### config.mk
export PLATFORM = sky130hd
export DESIGN_NAME = router_pkt_src
export DESIGN_NICKNAME = d
export VERILOG_FILES = /design/src/rtl/router_pkt_src.sv
export SDC_FILE = /design/constraint.sdc
export NUM_CORES = 1
export LEC_CHECK = 0
export ABC_AREA = 1
export ABC_CLOCK_PERIOD_IN_PS = 2700
export BUFFER_PORTS_ARGS = -buffer_cell sky130_fd_sc_hd__buf_2
export CORE_MARGIN = 2
export CORE_UTILIZATION = 57
export CTS_CLUSTER_DIAMETER = 150
export DETAILED_ROUTE_END_ITERATION = 10
export PLACE_DENSITY_LB_ADDON = 0.2
export SYNTH_ARGS = -nofsm -noshare
export SYNTH_HDL_FRONTEND = slang
export SYNTH_SLANG_ARGS = --single-unit
### constraint.sdc
create_clock -name clk -period 2.7 [get_ports clk]
set_input_delay 0.135 -clock clk [delete_from_list [all_inputs] [get_ports clk]]
set_output_delay 0.135 -clock clk [all_outputs]
set_load 0.02 [all_outputs]
### src/rtl/router_pkt_src.sv
// Upstream packet source for the 1x3 router: buffers host payload bytes and frames header/payload/parity.
// Optional parity error injection is enabled by defining ROUTER_PKT_SRC_ERR_INJ_EN.
module router_pkt_src #(
  parameter int DEPTH = 64,
  parameter int AW    = 6
) (
  input  logic          clk,
  input  logic          reset,
  input  logic          host_wr,
  input  logic [7:0]    host_data,
  output logic          host_full,
  output logic [AW:0]   fifo_count,
  input  logic          send,
  input  logic [1:0]    dest_addr,
  input  logic [5:0]    payload_len,
`ifdef ROUTER_PKT_SRC_ERR_INJ_EN
  input  logic          inj_err,
`endif
  output logic          send_ack,
  output logic          send_rej,
  output logic          idle,
  output logic          packet_valid,
  output logic [7:0]    datain,
  input  logic          busy,
  output logic          pkt_done,
  output logic [15:0]   pkts_sent
);

  typedef enum logic [1:0] {
    S_IDLE,
    S_HEADER,
    S_PAYLOAD,
    S_PARITY
  } state_t;

  state_t          state_q;
  logic [7:0]      mem_q [DEPTH];
  logic [AW-1:0]   wr_ptr_q, wr_ptr_d;
  logic [AW-1:0]   rd_ptr_q, rd_ptr_d;
  logic [AW-1:0]   rd_nxt;
  logic [AW:0]     count_q, count_d;
  logic            push, pop;

  logic [5:0]      len_q;
  logic [5:0]      rem_q;
  logic [7:0]      parity_q;
  logic [7:0]      parity_nxt;
  logic            inj_q;
  logic            inj_sel;
  logic            accept;

  logic            send_ack_q, send_rej_q, idle_q, packet_valid_q, pkt_done_q;
  logic [7:0]      datain_q;
  logic [15:0]     pkts_sent_q;

`ifdef ROUTER_PKT_SRC_ERR_INJ_EN
  assign inj_sel = inj_err;
`else
  assign inj_sel = 1'b0;
`endif

  // ---------------- payload FIFO ----------------
  assign host_full  = (count_q == (AW+1)'(DEPTH));
  assign fifo_count = count_q;
  assign push       = host_wr && !host_full;
  assign pop        = (state_q == S_PAYLOAD) && !busy;
  assign rd_nxt     = rd_ptr_q + AW'(1);

  // NOTE: every variable driven here gets a default first, so no latch can be inferred.
  always_comb begin
    wr_ptr_d = wr_ptr_q;
    rd_ptr_d = rd_ptr_q;
    count_d  = count_q;
    if (push) wr_ptr_d = wr_ptr_q + AW'(1);
    if (pop)  rd_ptr_d = rd_nxt;
    if (push && !pop)      count_d = count_q + (AW+1)'(1);
    else if (pop && !push) count_d = count_q - (AW+1)'(1);
  end

  always_ff @(posedge clk or posedge reset) begin
    if (reset) begin
      wr_ptr_q <= '0;
      rd_ptr_q <= '0;
      count_q  <= '0;
    end else begin
      wr_ptr_q <= wr_ptr_d;
      rd_ptr_q <= rd_ptr_d;
      count_q  <= count_d;
    end
  end

  // NOTE: storage is not reset; flushing the pointers and count is enough to empty the FIFO.
  always_ff @(posedge clk) begin
    if (push) mem_q[wr_ptr_q] <= host_data;
  end

  // ---------------- framing FSM ----------------
  assign accept     = (dest_addr != 2'd3) && (payload_len != 6'd0) &&
                      (count_q >= (AW+1)'(payload_len));
  assign parity_nxt = parity_q ^ datain_q;

  // NOTE: sequential state uses non-blocking assignments so every flop sees pre-edge values.
  always_ff @(posedge clk or posedge reset) begin
    if (reset) begin
      state_q        <= S_IDLE;
      len_q          <= '0;
      rem_q          <= '0;
      parity_q       <= '0;
      inj_q          <= 1'b0;
      send_ack_q     <= 1'b0;
      send_rej_q     <= 1'b0;
      idle_q         <= 1'b1;
      packet_valid_q <= 1'b0;
      datain_q       <= '0;
      pkt_done_q     <= 1'b0;
      pkts_sent_q    <= '0;
    end else begin
      send_ack_q <= 1'b0;
      send_rej_q <= 1'b0;
      pkt_done_q <= 1'b0;
      case (state_q)
        S_IDLE: begin
          if (send) begin
            if (accept) begin
              len_q          <= payload_len;
              inj_q          <= inj_sel;
              send_ack_q     <= 1'b1;
              idle_q         <= 1'b0;
              packet_valid_q <= 1'b1;
              datain_q       <= {payload_len, dest_addr};
              state_q        <= S_HEADER;
            end else begin
              send_rej_q <= 1'b1;
            end
          end
        end
        S_HEADER: begin
          if (!busy) begin
            parity_q <= datain_q;
            rem_q    <= len_q;
            datain_q <= mem_q[rd_ptr_q];
            state_q  <= S_PAYLOAD;
          end
        end
        S_PAYLOAD: begin
          if (!busy) begin
            parity_q <= parity_nxt;
            rem_q    <= rem_q - 6'd1;
            if (rem_q == 6'd1) begin
              // Last payload byte leaves: present the parity byte with valid low.
              datain_q       <= inj_q ? ~parity_nxt : parity_nxt;
              packet_valid_q <= 1'b0;
              state_q        <= S_PARITY;
            end else begin
              datain_q <= mem_q[rd_nxt];
            end
          end
        end
        S_PARITY: begin
          if (!busy) begin
            pkt_done_q  <= 1'b1;
            pkts_sent_q <= pkts_sent_q + 16'd1;
            datain_q    <= '0;
            idle_q      <= 1'b1;
            inj_q       <= 1'b0;
            state_q     <= S_IDLE;
          end
        end
        default: state_q <= S_IDLE;
      endcase
    end
  end

  assign send_ack     = send_ack_q;
  assign send_rej     = send_rej_q;
  assign idle         = idle_q;
  assign packet_valid = packet_valid_q;
  assign datain       = datain_q;
  assign pkt_done     = pkt_done_q;
  assign pkts_sent    = pkts_sent_q;

endmodule

* Word level (Yosys, flattened, before mapping)
Memory sizes are Yosys's and may differ from the RTL's. Cells that the tools add are included.
Word-level totals: word-level logic and storage cells 105, memory bits (writable) 512, ROM bits 0, bits in latches 0, memories kept 1, input bits 21, bits in registers 71
Memory list:
- mem_q | words 64, bits a word 8, read ports 2, clocked after memory_dff 0, wr ports 1, RTL line 37 | logic [7:0] mem_q [DEPTH];
Operators by class: order comparisons 1, eq/ne operators 12, bitwise logic cells 3, mux-type cells 44, $mul 0, shift-type cells 0, reductions and logical operators 23, divide/modulo/power cells 0, add/subtract/negate cells 6
Operators by type and width (count):
- $mux 8 | 9
- $pmux 8 s4 | 1
- $mux 1 | 18
- $add 16x1->16 const B | 1
- $pmux 8 s2 | 1
- $mux 7 | 2
- $add 6x1->6 const B | 2
- $mux 2 | 6
- $mux 6 | 2
- $ne 2x2->1 const B | 6
- $pmux 6 s2 | 1
- $reduce_and 5->1 | 2
- $not 8->8 | 1
- $pmux 2 s4 | 1
- $reduce_bool 2->1 | 4
- $xor 8x8->8 | 1
- $add 7x1->7 const B | 1
- $eq 7x7->1 const B | 1
- $ge 7x6->1 | 1
- $sub 7x1->7 const B | 1
- $eq 6x1->1 const B | 1
- $logic_and 1x1->1 | 6
- $pmux 1 s2 | 3
- $reduce_and 3->1 | 2
- other kinds (11) | 15

* Longest topological paths before layout
depth after elaboration 7, gate-level depth with buffers 18, depth with buffers taken out 18

* Worst setup path before layout
No wires, ideal clock.
path kind register -> register, start register count_q[0] (netlist: fifo_count[0]), end register count_q[6] (netlist: fifo_count[6]), slack -103 ps, data required time 2566 ps, data arrival time 2669 ps, cell stages (with the launch flop) 18, buffers on the path 0, setup time 134 ps, cells stage by stage dfrtp_1 > inv_1 > nand4_1 > nand3b_1 > nand2_1 > clkinv_1 > ha_1 > inv_1 > ha_1 > nand2_1 > nand2_1 > a31oi_1 > o21ai_0 > a21oi_1 > nand2_1 > nand2_1 > nor2_1 > xor2_1
On the way: cells in the longest elaborated chain, start to end 6, elaborated cells between the ends (all ways) 11, those cells by class 2 x add/sub; 1 x eq/ne; 2 x mux; 6 x reduce/logical
Ends and longest elaborated chain:
- from (decl) | RTL line 41 | logic [AW:0] count_q, count_d;
- from (signal assigned) | RTL line 88 | count_q <= count_d;
- $eq 7x7->1 (*) | RTL line 63 | assign host_full = (count_q == (AW+1)'(DEPTH));
- $logic_not 1->1 (*) | RTL line 65 | assign push = host_wr && !host_full;
- $logic_and 1x1->1 (*) | RTL line 65
- via push | RTL line 42 | logic push, pop;
- $logic_not 1->1 | RTL line 77 | else if (pop && !push) count_d = count_q - (AW+1)'(1);
- $logic_and 1x1->1 | RTL line 77
- $reduce_bool 2->1 (no source line)
The timed path passes the listed nets; every way through them passes the cells marked *. The select of a mux whose other input is x is not followed. A chain may end at the register's enable or synchronous reset.

* Worst setup path after layout
start register rd_ptr_q[0], end register datain_q[3] (netlist: datain[3])
On the way: cells in the longest elaborated chain, start to end 5, elaborated cells between the ends (all ways) 6, those cells by class 1 x add/sub; 4 x mux; 1 x memory
Ends and longest elaborated chain:
- from (decl) | RTL line 39 | logic [AW-1:0] rd_ptr_q, rd_ptr_d;
- from (signal assigned) | RTL line 87 | rd_ptr_q <= rd_ptr_d;
- $add 6x1->6 | RTL line 67 | assign rd_nxt = rd_ptr_q + AW'(1);
- $mem_v2 64x8 (*)
- $mux 8 | RTL line 149 | if (rem_q == 6'd1) begin
- $mux 8 | RTL line 146 | if (!busy) begin
- $pmux 8 s4 (*) | RTL line 121 | case (state_q)
- to (signal assigned) | RTL line 130 | datain_q <= {payload_len, dest_addr};
- to (signal assigned) | RTL line 151 | datain_q <= inj_q ? ~parity_nxt : parity_nxt;
- to (signal assigned) | RTL line 155 | datain_q <= mem_q[rd_nxt];
- to (decl) | RTL line 53 | logic [7:0] datain_q;
Every way passes the cells marked *; elsewhere a longest branch is shown, timed or not. The select of a mux whose other input is x is not followed.

==> flow_summary_export.csv <==
group,metric,value,unit
routing,remaining_drc_errors,0,
logic_synthesis,synth.yosys.seq_area_share,0.559,
global_route,grt_pass1_vias,24437,
worst_hold_path,hold_path_class,"in -> reg",
run_status,outcome,"completed",
sta,finalSetupTns,0,ps
routing,dr_total_vias,25756,
sta,max-slew-margin-rel,0.374,
clock_network,clock_sinks,582,
critical_path,worst_setup_path_end_kind,"flip-flop",
critical_path,timing.critical_path.slowest_cell_delay,520,ps
power_and_ir_drop,combPwrFrac,0.523,
logic_synthesis,synthFlopType,"edfxtp_1",
floorplanning,area_enclosed_by_the_die_boundary,0.0557,mm2
sta,setup-violations-final,0,
sta,final_period_minus_worst_setup_slack,2610,ps
sta,fmax,383,MHz
logic_synthesis,synth.cell_area,0.0307,mm2
logic_synthesis,synth.net_count,3480,
global_route,grt_usage,0.340,
job,max-cap-violations,0,
placement,hpwl_dp,61.6,mm
critical_path,critical-path-slowest-cell,"dfrtp_4",
routing,detail_route.vias_per_cell,6.06,
clock_network,max-clock-path-buffers,3,
sta,worst_hold_slack,57.0,ps
clock_network,cts_tree,"yes",
power_and_ir_drop,leakage_power_of_the_design,14.3,nW
logic_synthesis,synth_edf_count,512,
routing,detail_route.iter0.violations,3573,
sta,slew_violations,0,
power_and_ir_drop,intPower,22.1,mW
power_and_ir_drop,power.ir.vdd_worst,1.53,mV
floorplanning,effective_utilization_at_floorplan,0.573,
critical_path,worst_setup_path_start_kind,"flip-flop",
sta,finalClockSkew,33.1,ps
critical_path,critPathMaxFanout,47,
logic_synthesis,yosys_register_bits,582,
logic_synthesis,synth_area_per_cell,8.93,um2
critical_path,critPathRequiredTime,3180,ps
clock_network,clockRootBuffer,"clkbuf_16",
floorplanning,die_h,236,um
finish,area_delta_synth_final,12.4,%
power_and_ir_drop,clock_share_of_power,0.209,
power_and_ir_drop,share_seq_of_total_power,0.268,
routing,drt.antenna.violating_nets,0,
finish,commonest_non_fill_non_tap_cell_in_the_layout,"nand2_1",
global_route,overflow_left_after_global_routing,0,
sta,period_utilisation_layout,0.967,
power_and_ir_drop,power.net_switching,18.9,mW
global_route,grt_first_pass_wirelength,144,mm
routing,wire_per_inst,22.3,um
global_route,antenna_violations_before_repair,1,
clock_network,worst_skew_pair.late_latency,620,ps
sta,max_slew.worst_pin.slew,936,ps
routing,detail_route.first_pass.iterations,6,
clock_network,h-tree-depth,3,
finish,layout_common_cells,"825 x nand2_1, 666 x nand3_1, 512 x edfxtp_1, 437 x inv_1, 202 x o21ai_0",
power_and_ir_drop,totalPowerFinal,41.0,mW
placement,placement.cell_area,0.0322,mm2
critical_path,timing.setup.critical_path_class,"reg -> reg",
critical_path,timing.critical_path.cells,"buf_12 -> inv_8 -> buf_16 -> nand2_1 -> nand3_1 -> nand3_1 -> nand3_1 -> nand3_1 -> nand3_1 -> nand2_1 -> a21oi_1 -> nand2_1 -> nand2_1 -> nand2_1",
finish,layout.filler_cells,4309,
floorplanning,die_width,236,um
floorplanning,core_area,0.0535,mm2
placement,place.port_buffers,57,
power_and_ir_drop,power.density,1190,mW/mm2
routing,wire_length_reported_by_the_detailed_router,94.9,mm
floorplanning,std_cell_rows,85,
critical_path,worstPathArrival,3100,ps
placement,final_weighted_congestion_in_routability_driven_placement,0.974,
finish,combined_flip_flop_and_latch_cell_area,0.0171,mm2
sta,number_of_failing_hold_endpoints_at_the_final_stage,0,
floorplanning,design.portCount,58,
finish,multi_input_area,0.0107,mm2
finish,layout.nets,3543,
clock_network,cts-buffers-inserted,66,
logic_synthesis,synth_cell_type_count,38,
clock_network,cts.clk_slew.worst_paths,60,ps
finish,share_of_post_route_cells_with_drive_strength_above_1,0.0958,
power_and_ir_drop,switching_share,0.462,
finish,finish.instance_area,0.0345,mm2
logic_synthesis,synth-async-reset-ratio,0.120,
logic_synthesis,yosys_warnings,0,
logic_synthesis,synth_cells,3435,
global_route,grt_start_max_net_pins,108,
Yosys cell counts, types with 5 or more instances:
cell | count | area [um2]
edfxtp_1 | 512 | 15400
o211ai_2 | 12 | 150
nand3_1 | 666 | 3330
o211ai_1 | 170 | 1280
xor2_1 | 25 | 219
o21ai_0 | 202 | 1010
buf_1 | 31 | 116
xnor2_1 | 15 | 131
buf_2 | 104 | 521
ha_1 | 23 | 288
dfrtp_1 | 69 | 1730
clkbuf_1 | 65 | 244
inv_1 | 441 | 1660
nand2_1 | 826 | 3100
inv_2 | 5 | 18.8
a21oi_1 | 107 | 536
nor2_1 | 96 | 360
nand4_1 | 12 | 75.1
buf_6 | 24 | 270
path summary, 6_finish.rpt:
check | start | slack (ps) | to | cells after the start
min | host_wr | 60 | wr_ptr_q[1] | 5
min reg2reg | pkts_sent[15] | 470 | pkts_sent[15] | 1
max in group asynchronous | reset | 1840 | rd_ptr_q[1] | 4
max reg2reg | rd_ptr_q[0] | 90 | datain[3] | 14
min in group asynchronous | reset | 150 | pkts_sent[15] | 3
max | rd_ptr_q[0] | 90 | datain[3] | 14
critical path: cells and delay by family, from the launching register on:
family	cells	cell delay [ps]
AO/OA/AOI/OAI	1	190
buffers and inverters	3	630
flip-flops	1	520
AND/OR/NAND/NOR	10	1100
registers in the layout, indices dropped and copies added (netlist names), 2 cells and up:
| name | flops |
|---|---|
| len_q | 6 |
| fifo_count | 7 |
| rem_q | 6 |
| wr_ptr_q | 6 |
| state_q | 2 |
| datain | 8 |
| mem_q | 512 |
| rd_ptr_q | 6 |
| parity_q | 8 |
| pkts_sent | 16 |
layer usage:
metal  track usage  wire length (um)  vias to the layer above
met5             0                 0                        -
met2         0.530             43200                     1489
met3        0.0697             10400                      238
met4         0.133              3840                        0
met1         0.470             37400                    12233
li1              -                 -                    11796
layout make-up:
cell class | count | area share
Sequential cell | 582 | 0.497
Multi-Input combinational cell | 2178 | 0.311
Timing Repair Buffer | 221 | 0.0580
Clock buffer | 87 | 0.0511
Inverter | 449 | 0.0493
Tap cell | 696 | 0.0253
Clock inverter | 33 | 0.00806
Antenna cell | 1 | 0.0000726
logic make-up (layout without fill, tap and decap cells):
group	after synthesis	after routing	synth area share
AO/OA/AOI/OAI	502	502	0.0994
other	0	1	0
XOR/XNOR	42	42	0.0125
adder cells (fa/ha/maj)	24	24	0.0100
AND/OR/NAND/NOR	1610	1610	0.226
flip-flops	582	582	0.559
buffers and inverters	675	790	0.0932
power groups by stage:
stage,Clock (mW),Sequential [mW],Combinational [mW]
2_1_floorplan,0,11.3,13.2
3_3_place_gp,0,11.1,20.2
4_1_cts,8.65,11.0,20.7
5_1_grt,9.02,11.1,23.0
3_5_place_dp,0,11.2,20.6
6_report,8.57,11.0,21.5
timing repair:
action,in CTS,in global routing
gates resized for setup,0,13
hold buffers,13,0
endpoints found under the hold margin,71,0
setup buffers,0,2
setup endpoints to repair,0,6
per-stage QoR:
step / util / setup WS, ps / instances
finish: 0.644 / 88.9 / 4247
global route: 0.644 / -7.06 / 4246
CTS: 0.643 / 92.8 / 4243
detailed placement: 0.602 / 113 / 4110
global placement: 0.602 / 144 / 4110
floorplan: - / 4.42 / 3435
(Power assumes the default switching activity.)
